<file path="src/rtl/rx_burst_sink_pkg.sv">
// rx_pkg: shared checker state encoding and default widths for rx_burst_sink
package rx_pkg;
  localparam int DATA_W = 32;
  localparam int CNT_W  = 16;
  typedef enum logic [1:0] {IDLE, RECV, DONE} state_t;
endpackage

</file>
<file path="src/rtl/rx_burst_sink_sync_fifo.sv">
// sync_fifo: single-clock FIFO, no bypass, storage cleared on reset
//   clk, rst_n        clock, async active-low reset
//   push, push_data   write request (ignored when full) and word
//   pop               read request (ignored when empty)
//   pop_data          word at the read pointer
//   full, empty       occupancy flags
//   count             words held, wr_ptr - rd_ptr
module sync_fifo #(
  parameter int DATA_W = 32,
  parameter int DEPTH  = 8
) (
  input  logic                       clk,
  input  logic                       rst_n,
  input  logic                       push,
  input  logic [DATA_W-1:0]          push_data,
  input  logic                       pop,
  output logic [DATA_W-1:0]          pop_data,
  output logic                       full,
  output logic                       empty,
  output logic [$clog2(DEPTH):0]     count
);
  localparam int AW = $clog2(DEPTH);
  logic [DATA_W-1:0] mem_q [DEPTH];
  logic [AW:0]       wr_q, rd_q;
  logic              do_push, do_pop;
  assign count    = wr_q - rd_q;
  assign full     = count == (AW+1)'(DEPTH);
  assign empty    = count == '0;
  assign do_push  = push && !full;
  assign do_pop   = pop && !empty;
  assign pop_data = mem_q[rd_q[AW-1:0]];
  always_ff @(posedge clk or negedge rst_n)
    if (!rst_n) begin
      wr_q <= '0;
      rd_q <= '0;
      for (int i = 0; i < DEPTH; i++) mem_q[i] <= '0;
    end else begin
      if (do_push) mem_q[wr_q[AW-1:0]] <= push_data;
      if (do_push) wr_q <= wr_q + 1'b1;
      if (do_pop) rd_q <= rd_q + 1'b1;
    end
endmodule

</file>
<file path="src/rtl/rx_burst_sink.sv">
// rx_burst_sink: checks incoming bursts against the 1..BURST_LEN ramp and buffers them
//   clk, rst_n                    clock, async active-low reset
//   data, valid, ready            upstream stream
//   m_data, m_valid, m_ready      downstream FIFO port
//   seq_err, short_burst          one-cycle pulses after the offending edge
//   burst_done                    high during the cycle after the last word of a burst
//   burst_cnt, err_cnt            closed bursts (wraps), sequence errors (saturates)
module rx_burst_sink #(
  parameter int DATA_W    = rx_pkg::DATA_W,
  parameter int DEPTH     = 8,
  parameter int BURST_LEN = 7
) (
  input  logic                    clk,
  input  logic                    rst_n,
  input  logic [DATA_W-1:0]       data,
  input  logic                    valid,
  output logic                    ready,
  output logic [DATA_W-1:0]       m_data,
  output logic                    m_valid,
  input  logic                    m_ready,
  output logic                    seq_err,
  output logic                    short_burst,
  output logic                    burst_done,
  output logic [rx_pkg::CNT_W-1:0] burst_cnt,
  output logic [rx_pkg::CNT_W-1:0] err_cnt
);
  import rx_pkg::*;
  localparam int IW = $clog2(BURST_LEN + 1);
  localparam int CW = $clog2(DEPTH) + 1;
  state_t           state_q;
  logic [IW-1:0]    idx_q, idx_nxt;
  logic [CNT_W-1:0] burst_cnt_q, err_cnt_q;
  logic             seq_err_q, short_q, done_q;
  logic             acc, mismatch, close_short, close_burst, fifo_empty, fifo_full_unused;
  logic [CW-1:0]    fifo_count;
  sync_fifo #(.DATA_W(DATA_W), .DEPTH(DEPTH)) u_fifo (
    .clk       (clk),
    .rst_n     (rst_n),
    .push      (acc),
    .push_data (data),
    .pop       (m_ready),
    .pop_data  (m_data),
    .full      (fifo_full_unused),
    .empty     (fifo_empty),
    .count     (fifo_count)
  );
  assign ready       = (fifo_count < CW'(DEPTH)) && (state_q != DONE);
  assign acc         = valid && ready;
  // idx is 0 in IDLE, so idx+1 is the expected word in both IDLE and RECV
  assign idx_nxt     = idx_q + IW'(1);
  assign mismatch    = data != DATA_W'(idx_nxt);
  assign close_short = (state_q == RECV) && !valid;
  assign close_burst = close_short || (state_q == DONE);
  assign m_valid     = !fifo_empty;
  assign seq_err     = seq_err_q;
  assign short_burst = short_q;
  assign burst_done  = done_q;
  assign burst_cnt   = burst_cnt_q;
  assign err_cnt     = err_cnt_q;
  always_ff @(posedge clk or negedge rst_n)
    if (!rst_n) begin
      state_q     <= IDLE;
      idx_q       <= '0;
      seq_err_q   <= 1'b0;
      short_q     <= 1'b0;
      done_q      <= 1'b0;
      burst_cnt_q <= '0;
      err_cnt_q   <= '0;
    end else begin
      seq_err_q <= acc && mismatch;
      short_q   <= close_short;
      done_q    <= acc && (idx_nxt == IW'(BURST_LEN));
      if (acc && mismatch && err_cnt_q != '1) err_cnt_q <= err_cnt_q + 1'b1;
      if (close_burst) burst_cnt_q <= burst_cnt_q + 1'b1;
      if (close_burst) begin
        state_q <= IDLE;
        idx_q   <= '0;
      end else if (acc) begin
        idx_q   <= idx_nxt;
        state_q <= (idx_nxt == IW'(BURST_LEN)) ? DONE : RECV;
      end
    end
endmodule
</file>
<file path="config.mk">
export PLATFORM = sky130hd
export DESIGN_NAME = rx_burst_sink
export DESIGN_NICKNAME = d
export VERILOG_FILES = /design/src/rtl/rx_burst_sink_pkg.sv /design/src/rtl/rx_burst_sink_sync_fifo.sv /design/src/rtl/rx_burst_sink.sv
export SDC_FILE = /design/constraint.sdc
export NUM_CORES = 1
export LEC_CHECK = 0
export CAP_MARGIN = 20
export CORE_ASPECT_RATIO = 0.75
export CORE_MARGIN = 5
export CORE_UTILIZATION = 53
export DETAILED_ROUTE_END_ITERATION = 10
export PLACE_DENSITY = 0.86
export SLEW_MARGIN = 15
export SYNTH_ARGS = -nofsm -noshare
export SYNTH_HDL_FRONTEND = slang
export SYNTH_SLANG_ARGS = --single-unit
export TNS_END_PERCENT = 1
</file>
<file path="constraint.sdc">
create_clock -name clk -period 3.2 [get_ports clk]
set_input_delay 0.64 -clock clk [delete_from_list [all_inputs] [get_ports clk]]
set_output_delay 0.64 -clock clk [all_outputs]
set_load 0.005 [all_outputs]
</file>
==> results of run 1 <==
## final timing paths
check	from	to	slack, ns
setup / recovery	u_fifo.rd_q[0]	m_data[1]	0.08
hold / removal	rst_n	u_fifo.mem_q[84]	0.06
setup reg to reg	u_fifo.wr_q[1]	u_fifo.mem_q[225]	0.66
hold reg to reg	burst_cnt[15]	burst_cnt[15]	0.47
max in group asynchronous	rst_n	u_fifo.mem_q[99]	2.22
min in group clk	burst_cnt[15]	burst_cnt[15]	0.47
## Yosys cell counts, drive strengths merged (2+ instances only)
library cell    n  area, um2
xor2           18        165
nand3           9       45.0
o21ai           4       20.0
nor3            9       70.1
nor2           20       77.6
nor3b           3       32.5
nand3b          2       15.0
nand4          12       75.1
inv             9       33.8
ha              9        113
mux2          259       3030
dfrtp         304       7610
xnor2          25        219
nor4            8       50.1
buf            39        239
mux4           64       1440
nand2         124        473
and4            2       17.5
or4b            2       23.8
clkbuf         13       48.8
and3            5       31.3
## final cells by class
| cell class | count | share of cell area [%] |
|---|---|---|
| multi-input combinational | 586 | 36.2 |
| timing repair buffer | 157 | 9.64 |
| sequential | 304 | 45.5 |
| tap | 344 | 2.57 |
| clock buffer | 38 | 4.90 |
| clock inverter | 14 | 0.950 |
| inverter | 9 | 0.202 |
## critical path, delay by kind of cell, from the launching register on
family / cells / cell delay [ns]
buf+inv: 2 / 0.73
simple gates: 2 / 0.16
mux: 1 / 0.55
flops: 1 / 0.47
## report_power, final
part	switching, mW	leakage (nW)	internal, mW
logic	3.11	3.50	4.45
clock network	1.46	0.487	2.05
registers	0.987	3.78	5.57
## through the flow
step	hold WS (ns)	cells	total power, mW
final	0.0571	1452	17.6
after global routing	0.0859	1452	18.7
after CTS	0.0600	1450	17.7
after detailed placement	0.467	1397	14.0
after global placement	0.462	1397	13.7
after floorplan	0.344	951	11.3
## kinds of logic after synthesis
family / synth area share (%)
compound gates: 0.296
xor+xnor: 2.76
fa+ha+maj: 0.952
buf+inv: 2.31
flops: 54.6
mux: 32.2
simple gates: 6.87
## state kept, by name (all words and copies together), names as in the netlist
signal and cells:
u_fifo.mem_q 256, burst_cnt 16, err_cnt 16, u_fifo.rd_q 4, u_fifo.wr_q 4, idx_q 3, state_q 2, burst_done 1
seq_err 1, short_burst 1
## routing by layer
metal / share of wire (%) / wire length [um]
met1: 45 / 14300
met2: 48 / 15300
met3: 4.8 / 1530
met4: 2.0 / 646
met5: 0.038 / 12
## repair_timing
action / in CTS / in global routing
setup endpoints to repair: 33 / 31
gates cloned: 1 / 1
gates resized for setup: 8 / 32
pin swaps: 0 / 1
setup buffers: 0 / 1
==> impl_metrics.yaml, run 1 <==
status:
  status: "finished, final reports clean"
worst_setup_path:
  arrival_ns: 2.48
  critPathKind: "reg -> out"
  cp-end-kind: "output port"
  required_ns: 2.56
  path_max_fanout: 34
  crit_slowest_cell: "mux4_2"
  rr_worst_depth: 8
  crit_chain: "buf_16 > mux4_2 > nand2_1 > nand2_1 > clkdlybuf4s50_1"
  cpPeakStageDelay_ns: 0.55
  path_common_cell: "nand2_1"
  critPathLaunchType: "flop"
route:
  vias_per_cell: 5.79
  ant_nets: 0
  drt_iter0_markers: 574
  routed-via-count: 8408
  routed_wl_um: 31800
  post-route-drc-count: 0
  wl_per_cell_um: 21.9
  drtPass1Iterations: 5
die:
  rows: 51
  die_height_um: 150
  dieArea_mm2: 0.0297
  die_x_um: 197
  core_mm2: 0.0259
  start_util_pct: 53.8
  io_pins: 105
yosys:
  syn_area_per_cell_um2: 14.6
  syn_area_mm2: 0.0139
  async_flop_share_pct: 100
  synth_nets: 997
  ys_ff_latch: 304
  netlist_instances: 951
  synth-edff-count: 0
  ys_seq_area_share_pct: 54.6
  synth_warnings: 0
  ys_types: 43
  synth_flop_cell: "dfrtp_1"
clock_network:
  ctsHtreeMaxLevel: 1
  cts-buffers-inserted: 29
  path_clk_slew_ns: 0.06
  cts_root_buffer: "clkbuf_16"
  cts_hold_buffers: 0
  clock_latency_ns: 0.54
  clock_sinks: 304
  cts.path.max_buffers: 3
  cts_tree: "yes"
layout:
  mostFrequentLayoutCell: "dfrtp_1"
  seqCellArea_mm2: 0.00761
  n_fill_cell: 1825
  final_cell_mix: "dfrtp_1 (302), mux2_2 (224), nand2_1 (119), clkdlybuf4s50_1 (77), mux4_2 (64)"
  multi_input_area_mm2: 0.00606
  fin_nets: 1133
  drive_gt1_share_pct: 40.5
  final_area_mm2: 0.0167
  n_antenna_cell: 0
  final_core_util_pct: 64.6
  area_delta_synth_final_pct: 20.1
sta:
  clock_skew_ns: 0.0125
  setup_ws_ns: 0.0821
  final_max_slew_viol_count: 0
  worstMarginPinSlew_ns: 0.622
  fmax_mhz: 321
  fin_crit_sh_pct: 97.4
  fin_crit_ns: 3.12
  rsz0062_at_grt: "no"
  finalHoldViolations: 0
  slew_headroom_pct: 58.2
  finalSetupTns_ns: 0
  setup_viol: 0
pwr:
  p_leak_nw: 7.77
  ir_drop_v: 0.000661
  p_per_area_mw_per_mm2: 1050
hold_path:
  hold_path_class: "in -> async"
global_route:
  grtUsageMet2_pct: 35.2
  grtUsageMet3_pct: 4.63
  antenna_found_initial: 1
  overflow: 0
  grt_max_degree: 70
  met1_usage_pct: 31.3
  grt_pass1_vias: 9197
  grt_pass1_wl_um: 51800
  busiest_layer: "met2"
  track_usage_pct: 21.8
placement:
  postPlaceCellArea_mm2: 0.0156
  dp_hpwl_um: 19300
  portBuffers: 104
  gp_congestion: 0.778
  pre_cts_ws_ns: 0.0873
run:
  maxCapViolations: 0
Power figures use the tool's default switching activity.
==> inputs of run 2 (changes only) <==
--- a/config.mk
+++ b/config.mk
@@ -5,6 +5,7 @@
 export SDC_FILE = /design/constraint.sdc
 export NUM_CORES = 1
 export LEC_CHECK = 0
+export ABC_AREA = 1
 export CAP_MARGIN = 20
 export CORE_ASPECT_RATIO = 0.75
 export CORE_MARGIN = 5
==> run 2 against run 1 <==
Against the previous run: wire length up 19%; first-iteration DRC count grew 110%; critical path type unchanged; sequential power fell by 2%; clock skew up 0.017 ns; non-clock buffer count shrank 24; critical path depth is 2 higher; highest routed layer is now met4; largest cell class unchanged; worst setup slack got worse by 0.051 ns; via count increased by 48%.
==> impl_metrics.yaml, run 2 <==
route:
  drt_iter0_markers: 1213
  routed_wl_um: 37700
  wl_per_cell_um: 17.7
  ant_nets: 0
  post-route-drc-count: 0
  vias_per_cell: 5.83
  drtPass1Iterations: 7
  routed-via-count: 12432
clock_network:
  clock_latency_ns: 0.56
  clock_sinks: 304
  cts_tree: "yes"
  cts.path.max_buffers: 3
  path_clk_slew_ns: 0.07
  cts_root_buffer: "clkbuf_16"
  cts-buffers-inserted: 28
  cts_hold_buffers: 0
  ctsHtreeMaxLevel: 1
global_route:
  grtUsageMet2_pct: 37.7
  grtUsageMet3_pct: 4.30
  grt_pass1_vias: 12001
  antenna_found_initial: 0
  met1_usage_pct: 33.8
  overflow: 0
  track_usage_pct: 23.6
  grt_max_degree: 84
  busiest_layer: "met2"
  grt_pass1_wl_um: 61200
pwr:
  ir_drop_v: 0.000599
  p_leak_nw: 7.75
  p_per_area_mw_per_mm2: 1070
  total_power_mw: 17.8
placement:
  postPlaceCellArea_mm2: 0.0155
  portBuffers: 104
  dp_hpwl_um: 21200
  pre_cts_ws_ns: 0.424
  dp.cells: 2076
  gp_congestion: 0.826
yosys:
  synth_flop_cell: "dfrtp_1"
  synth_most_common_cell: "nand2_1"
  ys_types: 33
  synth_top_area_cell: "dfrtp_1"
  synth_nets: 1750
  async_flop_share_pct: 100
  synth_warnings: 0
  ys_seq_area_share_pct: 52.8
  netlist_instances: 1704
  ys_top_cells_by_count: "nand2_1 (478), dfrtp_1 (304), o21ai_0 (201)"
  synth_top_area_share_pct: 52.8
  syn_area_mm2: 0.0144
  syn_area_per_cell_um2: 8.45
  ys_ff_latch: 304
  synth-edff-count: 0
  yosys-top-cells-area: "dfrtp_1 (53%), nand2_1 (12%), o21ai_0 (7.0%), o21ai_1 (5.9%), nor2_1 (4.8%)"
die:
  die_x_um: 200
  core_mm2: 0.0269
  rows: 52
  io_pins: 105
  die_height_um: 153
  start_util_pct: 53.6
  dieArea_mm2: 0.0306
layout:
  n_antenna_cell: 0
  area_delta_synth_final_pct: 15.4
  n_fill_cell: 2164
  largest_reg_flops: 256
  top_register: "u_fifo.mem_q"
  final_area_mm2: 0.0166
  drive_gt1_share_pct: 6.95
  fin_cells: 2134
  mostFrequentLayoutCell: "nand2_1"
  fin_nets: 1808
  final_cell_mix: "nand2_1 (476), dfrtp_1 (301), o21ai_0 (201), nor2_1 (185), o21ai_1 (170)"
worst_setup_path:
  crit_chain: "inv_8 > buf_6 > nor2_1 > o22ai_1 > nand2_1 > nand2_1 > clkdlybuf4s50_1"
  cp-end-kind: "output port"
  critPathKind: "reg -> out"
  arrival_ns: 2.53
  required_ns: 2.56
  cpPeakStageDelay_ns: 0.56
  path_common_cell: "nand2_1"
  critPathLaunchType: "flop"
  path_max_fanout: 18
  crit_slowest_cell: "dfrtp_4"
sta:
  setup_viol: 0
  fin_crit_ns: 3.17
  worstMarginPinSlew_ns: 0.688
  setup_ws_ns: 0.0311
  rsz0062_at_grt: "yes"
  fmax_mhz: 316
  slew_headroom_pct: 53.8
  clock_skew_ns: 0.0291
  final_max_slew_viol_count: 0
  finalHoldViolations: 0
  fin_crit_sh_pct: 99.0
run:
  maxCapViolations: 0
status:
  status: "finished, final reports clean"
hold_path:
  hold_path_class: "in -> async"
run 2: cell types whose count changed after synthesis, moves of 13 or more:
cell      before  now
xnor2_1       25   10
nand2_1      123  478
nor2_1        19  185
o21ai_2        0   23
mux2_4        31    0
o21ai_1        0  170
o21ai_0        4  201
mux2_2       224    0
inv_1          9   69
o22ai_1        0   64
nand4_1       12   25
clkbuf_1      13   49
mux4_2        64    0
buf_6          7   38
run 2: per-stage QoR:
stage	hold WS (ns)	setup TNS [ns]	utilization [%]
floorplan	0.344	0	-
global placement	0.460	0	57.5
detailed placement	0.463	0	57.5
CTS	0.120	0	61.3
global route	0.152	-0.138	61.9
finish	0.102	0	61.9
run 2: cell type report:
class	instances	area, um2	area share (%)
multi-input cells	1224	5820	35.0
clock buffers	40	827	4.98
well taps	351	439	2.64
flip-flops and latches	304	7610	45.8
clock inverters	11	161	0.971
inverters	71	274	1.65
repair buffers	133	1490	8.94
run 2: layer usage:
| metal | vias to the layer above | part of all wire [%] |
|---|---|---|
| met1 | 5981 | 42 |
| met2 | 614 | 46 |
| met5 | - | 0 |
| met4 | 0 | 2.3 |
| met3 | 81 | 9.2 |
| li1 | 5756 | - |
run 2: power breakdown:
group | switching (mW) | internal (mW)
logic | 4.53 | 3.27
registers | 0.962 | 5.43
clock network | 1.48 | 2.12
total | 6.97 | 10.8
run 2: final timing paths:
kind,slack (ns),depth (start not counted),startpoint,endpoint
min in group clk,0.48,2,u_fifo.mem_q[174],u_fifo.mem_q[174]
worst max-delay path,0.03,7,u_fifo.rd_q[0],m_data[0]
max in group asynchronous,2.24,2,rst_n,u_fifo.mem_q[250]
worst min-delay path,0.10,1,rst_n,u_fifo.mem_q[17]
worst min register to register,0.48,2,u_fifo.mem_q[174],u_fifo.mem_q[174]
worst max register to register,0.47,10,u_fifo.rd_q[0],u_fifo.mem_q[172]
run 2: cells by family (layout without fill, tap and decap cells):
| logic type | after synthesis | count (layout) | synth area share (%) |
|---|---|---|---|
| XOR/XNOR | 25 | 25 | 1.52 |
| AND/OR/NAND/NOR | 728 | 728 | 20.7 |
| buffers and inverters | 176 | 255 | 6.80 |
| flip-flops | 304 | 304 | 52.8 |
| adder cells (fa/ha/maj) | 10 | 10 | 0.921 |
| AO/OA/AOI/OAI | 461 | 461 | 17.2 |
run 2: critical path, delay by kind of cell (launching register included):
family                 cells  cell delay, ns
buffers and inverters      3            0.90
DFF                        1            0.56
and+or+nand+nor            3            0.29
AOI/OAI and AO/OA          1            0.20
run 2: what timing repair did:
item | in CTS | in global routing
endpoints found under the setup margin | 32 | 26
pin swaps | 1 | 0
resized for setup | 5 | 14
cloned | 0 | 3
setup buffers | 4 | 0
==> inputs of run 3 (changes only) <==
--- a/config.mk
+++ b/config.mk
@@ -6,13 +6,11 @@
 export NUM_CORES = 1
 export LEC_CHECK = 0
 export ABC_AREA = 1
-export CAP_MARGIN = 20
 export CORE_ASPECT_RATIO = 0.75
 export CORE_MARGIN = 5
 export CORE_UTILIZATION = 53
 export DETAILED_ROUTE_END_ITERATION = 10
 export PLACE_DENSITY = 0.86
-export SLEW_MARGIN = 15
 export SYNTH_ARGS = -nofsm -noshare
 export SYNTH_HDL_FRONTEND = slang
 export SYNTH_SLANG_ARGS = --single-unit
==> results of run 3 <==
Same layout as run 2: the final DEF is identical, and so are final timing and power.
